==> src/rtl/i2c_arb2202.sv <==
// Two-client round-robin arbiter and transaction sequencer in front of one i2c_ctrl2202 master.
// Optional per-transaction watchdog: define I2C_ARB_TIMEOUT_EN (limit set by TIMEOUT_CYC).

module i2c_arb2202 #(
  parameter int TIMEOUT_CYC = 64
) (
  input  logic        i_cclk,
  input  logic        i_rst,
  input  logic [1:0]  i_req,
  input  logic [1:0]  i_rd,
  input  logic [13:0] i_addr,
  input  logic [15:0] i_wdata,
  output logic [1:0]  o_gnt,
  output logic [1:0]  o_done,
  output logic [1:0]  o_err,
  output logic [7:0]  o_rdata,
  output logic        o_m_start,
  output logic        o_m_read,
  output logic [6:0]  o_m_address,
  output logic [7:0]  o_m_txdata,
  input  logic        i_m_busy,
  input  logic [7:0]  i_m_rxdata
);

  typedef enum logic [2:0] {
    IDLE    = 3'd0,
    LAUNCH  = 3'd1,
    ADDR_PH = 3'd2,
    DATA_PH = 3'd3,
    FINISH  = 3'd4
  } state_t;

  state_t     state_reg, state_next;
  logic       sel_reg;
  logic       last_reg;
  logic       busy_prev_reg;
  logic       m_read_reg;
  logic [6:0] m_address_reg;
  logic [7:0] m_txdata_reg;
  logic [7:0] rdata_reg;

  logic       pick;
  logic       req_any;
  logic       busy_fall;
  logic       timeout;
  logic       err_flag;
  logic       rdata_load;
  logic [1:0] sel_onehot;
  logic [6:0] addr_arr  [2];
  logic [7:0] wdata_arr [2];

  if ((TIMEOUT_CYC < 2) || (TIMEOUT_CYC > 255)) begin : g_bad_timeout
    $error("i2c_arb2202: TIMEOUT_CYC must lie within 2..255");
  end

  for (genvar gi = 0; gi < 2; gi++) begin : g_client
    assign addr_arr[gi]  = i_addr[7*gi +: 7];
    assign wdata_arr[gi] = i_wdata[8*gi +: 8];
  end

  // On a tie the client that was not served last wins.
  always_comb begin
    pick = 1'b0;
    case (i_req)
      2'b01:   pick = 1'b0;
      2'b10:   pick = 1'b1;
      2'b11:   pick = ~last_reg;
      default: pick = 1'b0;
    endcase
  end

  assign req_any    = |i_req;
  assign busy_fall  = busy_prev_reg & ~i_m_busy;
  assign sel_onehot = {sel_reg, ~sel_reg};
  assign rdata_load = (state_reg == FINISH) && m_read_reg && !err_flag;

`ifdef I2C_ARB_TIMEOUT_EN
  localparam logic [7:0] WDOG_LIMIT = 8'(TIMEOUT_CYC - 1);

  logic [7:0] wdog_reg;
  logic       err_flag_reg;

  // Counter value including the current cycle is compared, so FINISH lands TIMEOUT_CYC cycles after LAUNCH.
  assign timeout  = ((wdog_reg + 8'd1) == WDOG_LIMIT);
  assign err_flag = err_flag_reg;

  always_ff @(posedge i_cclk) begin
    if (i_rst) begin
      wdog_reg     <= 8'd0;
      err_flag_reg <= 1'b0;
    end else begin
      case (state_reg)
        LAUNCH: begin
          wdog_reg     <= 8'd0;
          err_flag_reg <= 1'b0;
        end
        ADDR_PH, DATA_PH: begin
          wdog_reg <= wdog_reg + 8'd1;
          if (timeout && !busy_fall) begin
            err_flag_reg <= 1'b1;
          end
        end
        default: ;
      endcase
    end
  end
`else
  assign timeout  = 1'b0;
  assign err_flag = 1'b0;
`endif

  always_ff @(posedge i_cclk) begin
    if (i_rst) begin
      state_reg <= IDLE;
    end else begin
      state_reg <= state_next;
    end
  end

  // A busy edge always takes precedence over a watchdog expiry in the same cycle.
  always_comb begin
    state_next = state_reg;
    case (state_reg)
      IDLE:    if (req_any) state_next = LAUNCH;
      LAUNCH:  state_next = ADDR_PH;
      ADDR_PH: begin
        if (busy_fall)    state_next = DATA_PH;
        else if (timeout) state_next = FINISH;
      end
      DATA_PH: if (busy_fall || timeout) state_next = FINISH;
      FINISH:  state_next = IDLE;
      default: state_next = IDLE;
    endcase
  end

  always_comb begin
    o_gnt     = 2'b00;
    o_done    = 2'b00;
    o_err     = 2'b00;
    o_m_start = 1'b0;
    if (state_reg != IDLE) begin
      o_gnt = sel_onehot;
    end
    if (state_reg == LAUNCH) begin
      o_m_start = 1'b1;
    end
    if (state_reg == FINISH) begin
      if (err_flag) o_err  = sel_onehot;
      else          o_done = sel_onehot;
    end
  end

  // Read byte is forwarded during FINISH so it is valid alongside the done pulse.
  assign o_rdata     = rdata_load ? i_m_rxdata : rdata_reg;
  assign o_m_read    = m_read_reg;
  assign o_m_address = m_address_reg;
  assign o_m_txdata  = m_txdata_reg;

  always_ff @(posedge i_cclk) begin
    if (i_rst) begin
      sel_reg       <= 1'b0;
      last_reg      <= 1'b1;
      busy_prev_reg <= 1'b0;
      m_read_reg    <= 1'b0;
      m_address_reg <= 7'd0;
      m_txdata_reg  <= 8'd0;
      rdata_reg     <= 8'd0;
    end else begin
      busy_prev_reg <= (state_reg == LAUNCH) ? 1'b0 : i_m_busy;
      if ((state_reg == IDLE) && req_any) begin
        sel_reg       <= pick;
        m_read_reg    <= i_rd[pick];
        m_address_reg <= addr_arr[pick];
        m_txdata_reg  <= wdata_arr[pick];
      end
      if (state_reg == FINISH) begin
        last_reg <= sel_reg;
      end
      if (rdata_load) begin
        rdata_reg <= i_m_rxdata;
      end
    end
  end

endmodule
==> config.mk <==
export PLATFORM = sky130hd
export DESIGN_NAME = i2c_arb2202
export DESIGN_NICKNAME = d
export VERILOG_FILES = /design/src/rtl/i2c_arb2202.sv
export SDC_FILE = /design/constraint.sdc
export NUM_CORES = 1
export LEC_CHECK = 0
export CORE_MARGIN = 10
export CORE_UTILIZATION = 35
export DETAILED_ROUTE_END_ITERATION = 12
export PLACE_DENSITY = 0.79
export SYNTH_ARGS = -nofsm -noshare
export SYNTH_HDL_FRONTEND = slang
export SYNTH_SLANG_ARGS = --single-unit
export TNS_END_PERCENT = 5
==> constraint.sdc <==
create_clock -name i_cclk -period 1.6 [get_ports i_cclk]
set_input_delay 0.32 -clock i_cclk [delete_from_list [all_inputs] [get_ports i_cclk]]
set_output_delay 0.32 -clock i_cclk [all_outputs]
set_load 0.03 [all_outputs]
==> flow_summary.toml, run 1 <==
[run_status]
status = "finished, violations left"
violations = "setup timing"

[global_route]
grt_pass1_vias = 1385
grt_pass1_wl_mm = 6.755
grt_max_degree = 30
grt_use_total = 0.1146
grt.overflow.total = 0
antenna_found_initial = 0

[worst_setup_path]
crit_top_cell = "buf_6"
crit_path_end_kind = "output pin"
startpoint = "state_reg[0]"
path_buf_inv = 3
reg2reg_to = "rdata_reg[2]"
cpMaxStageDelayCell = "dfxtp_2"
criticalPathCategory = "reg -> out"
arrival_ns = 1.61
required_ns = 1.28
critPathMaxStageDelay_ns = 0.32
cp_max_fo = 4
reg2reg_setup_slack_ns = 0.14
rr_startpoint = "state_reg[0]"
crit_family = "buffers and inverters"
startpoint_type = "flop"
reg2regPathDepth = 5
path_cells = "nor4bb_2, buf_4, buf_6, mux2_4, buf_6"

[timing]
drv_slew = 0
fin_ws_ns = -0.3310
hold_violations = 0
fin_crit_sh = 1.207
hold_ws_ns = 0.4865
tns_ns = -2.603
rsz0062_at_grt = "true"
setup_viol = 10
skew_ns = 0.002664
clock.fmax_mhz = 517.9
min_period_ns = 1.931

[finish]
layout_common_cells = "clkdlybuf4s50_1 (44), inv_1 (31), dfxtp_1 (27)"
stdcell_area_um2 = 2395
fin_nets = 284
fillers = 320
num_antenna_cells = 0
final_common_cell = "clkdlybuf4s50_1"
layout-drive-gt1-share = 0.2292
area_delta_synth_final_pct = 72.74

[power_and_ir_drop]
clock_power_share = 0.286
p_switching_uw = 657.8
switching_share = 0.3071
ir_worst_vdd_mv = 0.7179
p_per_area_nw_per_um2 = 894.4
combPwrFrac = 0.310
internal_power_uw = 1484
p_leak_uw = 0.001115
power_frac_seq = 0.404

[min_path]
hp-class = "reg -> reg"
worstHoldPathCells = 2
hp-start = "o_m_address[1]"
min_to = "o_m_address[1]"

[routing]
firstDrtPassIters = 4
routed_via_density = 4.667
drc_errors = 0
drt_iter0_markers = 68
via_count = 1344
avgRoutedWirePerCell_um = 14.44
postRouteAntennaNets = 0
drt_wl_total_mm = 4.160

[floorplan]
initial_core_util = 0.3703
io_pins = 76
row_count = 22
fp.dieW_um = 82.94
coreArea_um2 = 3744
die-area_um2 = 6878
die_h_um = 82.94

[placed_design]
hpwl_mm = 3.221
portBuffers = 73
placedInstanceArea_um2 = 2227
gp_congestion = 0.7068

[logic_synthesis]
synth_seq_cells = 30
seq_area_frac_synth = 0.4332
ys_types = 29
synth_cells = 152
syn_avg_cell_area_um2 = 9.121
netlist_area_um2 = 1386
yosys_warnings = 0

[clock_network]
cts_buffer_depth = 2
cts.sinks = 30
clk_pin_slew_worst_paths_ns = 0.06
holdBufCountCts = 0
root_buffer = "clkbuf_8"
cts_buffers = 5
worstSkewPairLatency_ns = 0.27
tritoncts = "done"
htree_levels = 2

[job]
drv_cap = 0
[layer usage]
layer / vias up / track usage / wire length (um)
met2: 46 / 0.2053 / 2131
li1: 681 / - / -
met1: 615 / 0.1129 / 1617
met5: - / 0 / 0
met3: 2 / 0.06348 / 401
met4: 0 / 0.02308 / 11
[logic make-up after synthesis]
family / Yosys count / synth area share
AOI/OAI and AO/OA: 24 / 0.1570
muxes: 8 / 0.06498
other: 1 / 0.002705
buffers and inverters: 43 / 0.1372
DFF: 30 / 0.4332
and+or+nand+nor: 46 / 0.2049
[synthesized netlist by cell type]
master,count,area share
nor2b_1,10,0.045
dfxtp_1,30,0.43
o21ba_2,1,0.0072
nand2_1,3,0.0081
nand2b_1,18,0.081
buf_2,5,0.018
inv_1,31,0.084
and4b_1,1,0.0072
nor2_1,4,0.011
nor3_2,1,0.0072
a221oi_1,1,0.0063
buf_4,2,0.011
buf_6,2,0.016
o21ai_0,2,0.0072
nand3b_1,2,0.011
a222oi_1,15,0.11
a21boi_0,1,0.0054
clkbuf_1,3,0.0081
nor3_1,1,0.0036
mux2_1,8,0.065
nor3b_1,1,0.0054
and3_1,3,0.014
o211ai_1,1,0.0054
a211o_1,1,0.0063
a311oi_1,1,0.0063
nor2_2,1,0.0045
conb_1,1,0.0027
nor4bb_1,1,0.0072
a31oi_1,1,0.0045
[worst min-delay path: stages, from the launching register on]
cell      delay, ns
dfxtp_1        0.31
nand2b_1       0.06
a221oi_1       0.07
[metrics by stage]
| stage | instances | util | setup WS [ns] | total power (uW) |
|---|---|---|---|---|
| 3_3_place_gp | 277 | 0.5949 | -0.4454 | 1579 |
| 4_1_cts | 288 | 0.6360 | -0.3455 | 2175 |
| 5_1_grt | 288 | 0.6397 | -0.4003 | 2264 |
| 2_1_floorplan | 153 | - | -0.03690 | 1240 |
| 6_report | 288 | 0.6397 | -0.3310 | 2142 |
| 3_5_place_dp | 277 | 0.5949 | -0.5099 | 1588 |
[what timing repair did]
action	CTS	global route
resized for setup	84	4
endpoints found under the setup margin	27	12
pin swaps	2	1
endpoints found under the hold margin	0	0
setup buffers	3	0
[worst max-delay path by stage]
stage,end,slack [ns],cells past startpoint
after floorplan,o_rdata[0],-0.04,3
final,o_rdata[4],-0.33,5
after CTS,o_rdata[4],-0.35,5
after global routing,o_rdata[1],-0.40,5
after detailed placement,o_rdata[0],-0.51,4
after global placement,o_rdata[0],-0.45,4
[power groups by stage]
stage	Clock, uW	Sequential, uW	Combinational, uW
CTS	642	867	666
floorplan	0	1030	214
finish	613	866	663
detailed placement	0	886	702
global placement	0	880	698
global route	678	875	712
[area by class of cell]
class	instances	area [um^2]	area share
Timing Repair Buffer	91	870.8	0.3636
Multi-Input combinational cell	80	648.1	0.2706
Sequential cell	30	604.3	0.2524
Inverter	31	116.4	0.04859
Clock buffer	6	82.58	0.03448
Tap cell	48	60.06	0.02508
Clock inverter	2	12.51	0.005225
Note: power is estimated with default switching activity, not from simulation.
==> run 2: changes to the inputs <==
Settings changed: CORE_UTILIZATION 35 to 55, DONT_BUFFER_PORTS set to 1, PLACE_DENSITY 0.79 to 0.76.
==> run 2 against run 1 <==
  * Sequential power rose by 17%
  * Non-clock buffer count shrank 77
  * Total power down 17%
  * Critical path depth down 2
  * Combinational power decreased by 56%
  * Fmax is 4.1% higher
  * Final cell count down 33%
  * Critical endpoint is now o_rdata[1]
  * Global-route usage rose by 3.2 points
  * Sequential share of layout area is 13 points higher
  * The flow still finishes with violations (setup timing)
  * Critical path type unchanged
  * Die area down 28%
  * First-iteration DRC count grew 28%
  * Largest cell class is now multi-input gates
==> flow_summary.toml, run 2 (same netlist as run 1, synthesis figures left out) <==
[run_status]
status = "finished, violations left"
violations = "setup timing"

[power_and_ir_drop]
p_switching_uw = 598.5
clock_power_share = 0.264
switching_share = 0.3374
p_leak_uw = 0.0007232
combPwrFrac = 0.165
power_frac_seq = 0.571
ir_worst_vdd_mv = 0.8896
internal_power_uw = 1176
p_per_area_nw_per_um2 = 1123

[global_route]
grt_max_degree = 31
grt_pass1_wl_mm = 5.913
grt_use_total = 0.1465
grt_pass1_vias = 1211
antenna_found_initial = 0
grt.overflow.total = 0

[routing]
routed_via_density = 5.736
postRouteAntennaNets = 0
avgRoutedWirePerCell_um = 18.52
firstDrtPassIters = 4
drc_errors = 0
drt_iter0_markers = 87
via_count = 1107
drt_wl_total_mm = 3.575

[worst_setup_path]
crit_family = "multiplexers"
startpoint = "state_reg[1]"
cp.depth = 3
path_cells = "nor4bb_2, buf_4, mux2_4"
reg2reg_to = "rdata_reg[5]"
reg2reg_setup_slack_ns = 0.15
reg2regPathDepth = 4
criticalPathCategory = "reg -> out"
crit_path_end_kind = "output pin"
cp_max_fo = 8
startpoint_type = "flop"
critPathMaxStageDelay_ns = 0.38
arrival_ns = 1.54
path_buf_inv = 1
rr_startpoint = "state_reg[1]"
crit_path_end = "o_rdata[1]"
required_ns = 1.28
cpMaxStageDelayCell = "mux2_4"

[floorplan]
fp.dieW_um = 70.21
initial_core_util = 0.5700
die_h_um = 70.21
coreArea_um2 = 2432
die-area_um2 = 4929
row_count = 18
io_pins = 76

[timing]
hold_violations = 0
fin_crit_sh = 1.160
tns_ns = -2.214
rsz0062_at_grt = "true"
min_period_ns = 1.856
skew_ns = 0.004784
setup_viol = 11
clock.fmax_mhz = 538.9
fin_ws_ns = -0.2557
drv_slew = 0

[finish]
fin_nets = 207
multi_input_area_um2 = 651.9
num_antenna_cells = 0
layout-drive-gt1-share = 0.2270
area_delta_synth_final_pct = 13.90
regArea_um2 = 604.3
layout_common_cells = "inv_1 (31), dfxtp_1 (27), nand2b_1 (18)"
utilization = 0.6492
fillers = 203
final_common_cell = "inv_1"

[placed_design]
portBuffers = 0
gp_congestion = 0.7514
hpwl_mm = 2.754
preCtsSetupSlack_ns = 0.06416

[min_path]
hp-class = "in -> reg"
worstHoldPathCells = 1

[clock_network]
cts_buffers = 5
clk_pin_slew_worst_paths_ns = 0.09
tritoncts = "done"
holdBufCountCts = 0
cts_buffer_depth = 2
worstSkewPairLatency_ns = 0.33
htree_levels = 2
root_buffer = "clkbuf_4"
cts.sinks = 30

[job]
drv_cap = 0
-- run 2: cell count changes in the layout (fill, tap and decap cells not counted) --
cell | previous run | this run
clkbuf_4 | 0 | 5
buf_12 | 1 | 0
clkbuf_1 | 0 | 1
mux2_2 | 1 | 0
clkdlybuf4s50_1 | 44 | 0
buf_6 | 12 | 1
buf_4 | 18 | 13
dlygate4sd2_1 | 16 | 0
clkinvlp_4 | 1 | 0
clkbuf_8 | 6 | 1
mux2_4 | 7 | 8
-- run 2: per-layer routing --
| layer | part of all wire | GRT usage | vias to the layer above |
|---|---|---|---|
| met5 | 0 | 0 | - |
| met4 | 0.020 | 0.05482 | 0 |
| met3 | 0.12 | 0.08757 | 9 |
| met2 | 0.51 | 0.2518 | 63 |
| met1 | 0.35 | 0.1401 | 505 |
| li1 | - | - | 530 |
-- run 2: repair_timing --
item	CTS	global route
setup endpoints to repair	12	12
pin swaps	2	1
resized for setup	12	4
setup buffers	0	1
-- run 2: power by group through the flow --
stage          sequential, uW  combinational (uW)  clock (uW)
2_1_floorplan            1030                 214           0
3_3_place_gp             1030                 266           0
3_5_place_dp             1030                 277           0
4_1_cts                  1020                 287         490
5_1_grt                  1020                 328         518
6_report                 1010                 293         468
-- run 2: stage by stage --
stage	hold WS [ns]	std cells	power (uW)	instance area, um^2
2_1_floorplan	0.4500	153	1240	1391
3_3_place_gp	0.3950	184	1295	1453
3_5_place_dp	0.3972	184	1310	1453
4_1_cts	0.03628	192	1793	1559
5_1_grt	0.03029	193	1870	1579
6_report	0.05333	193	1774	1579
-- run 2: how the worst min path moves through the flow --
stage,start,endpoint,slack [ns]
after floorplan,last_reg,last_reg,0.45
after global placement,i_rst,rdata_reg[7],0.39
after detailed placement,i_rst,rdata_reg[4],0.40
after CTS,i_rst,busy_prev_reg,0.04
after global routing,i_rst,rdata_reg[0],0.03
final,i_rst,rdata_reg[1],0.05
-- run 2: layout make-up --
class	instances	area share
tap	30	0.02377
inverter	31	0.07369
clock buffer	7	0.03487
clock inverter	1	0.003170
timing repair buffer	14	0.06894
sequential	30	0.3827
multi-input combinational	80	0.4128
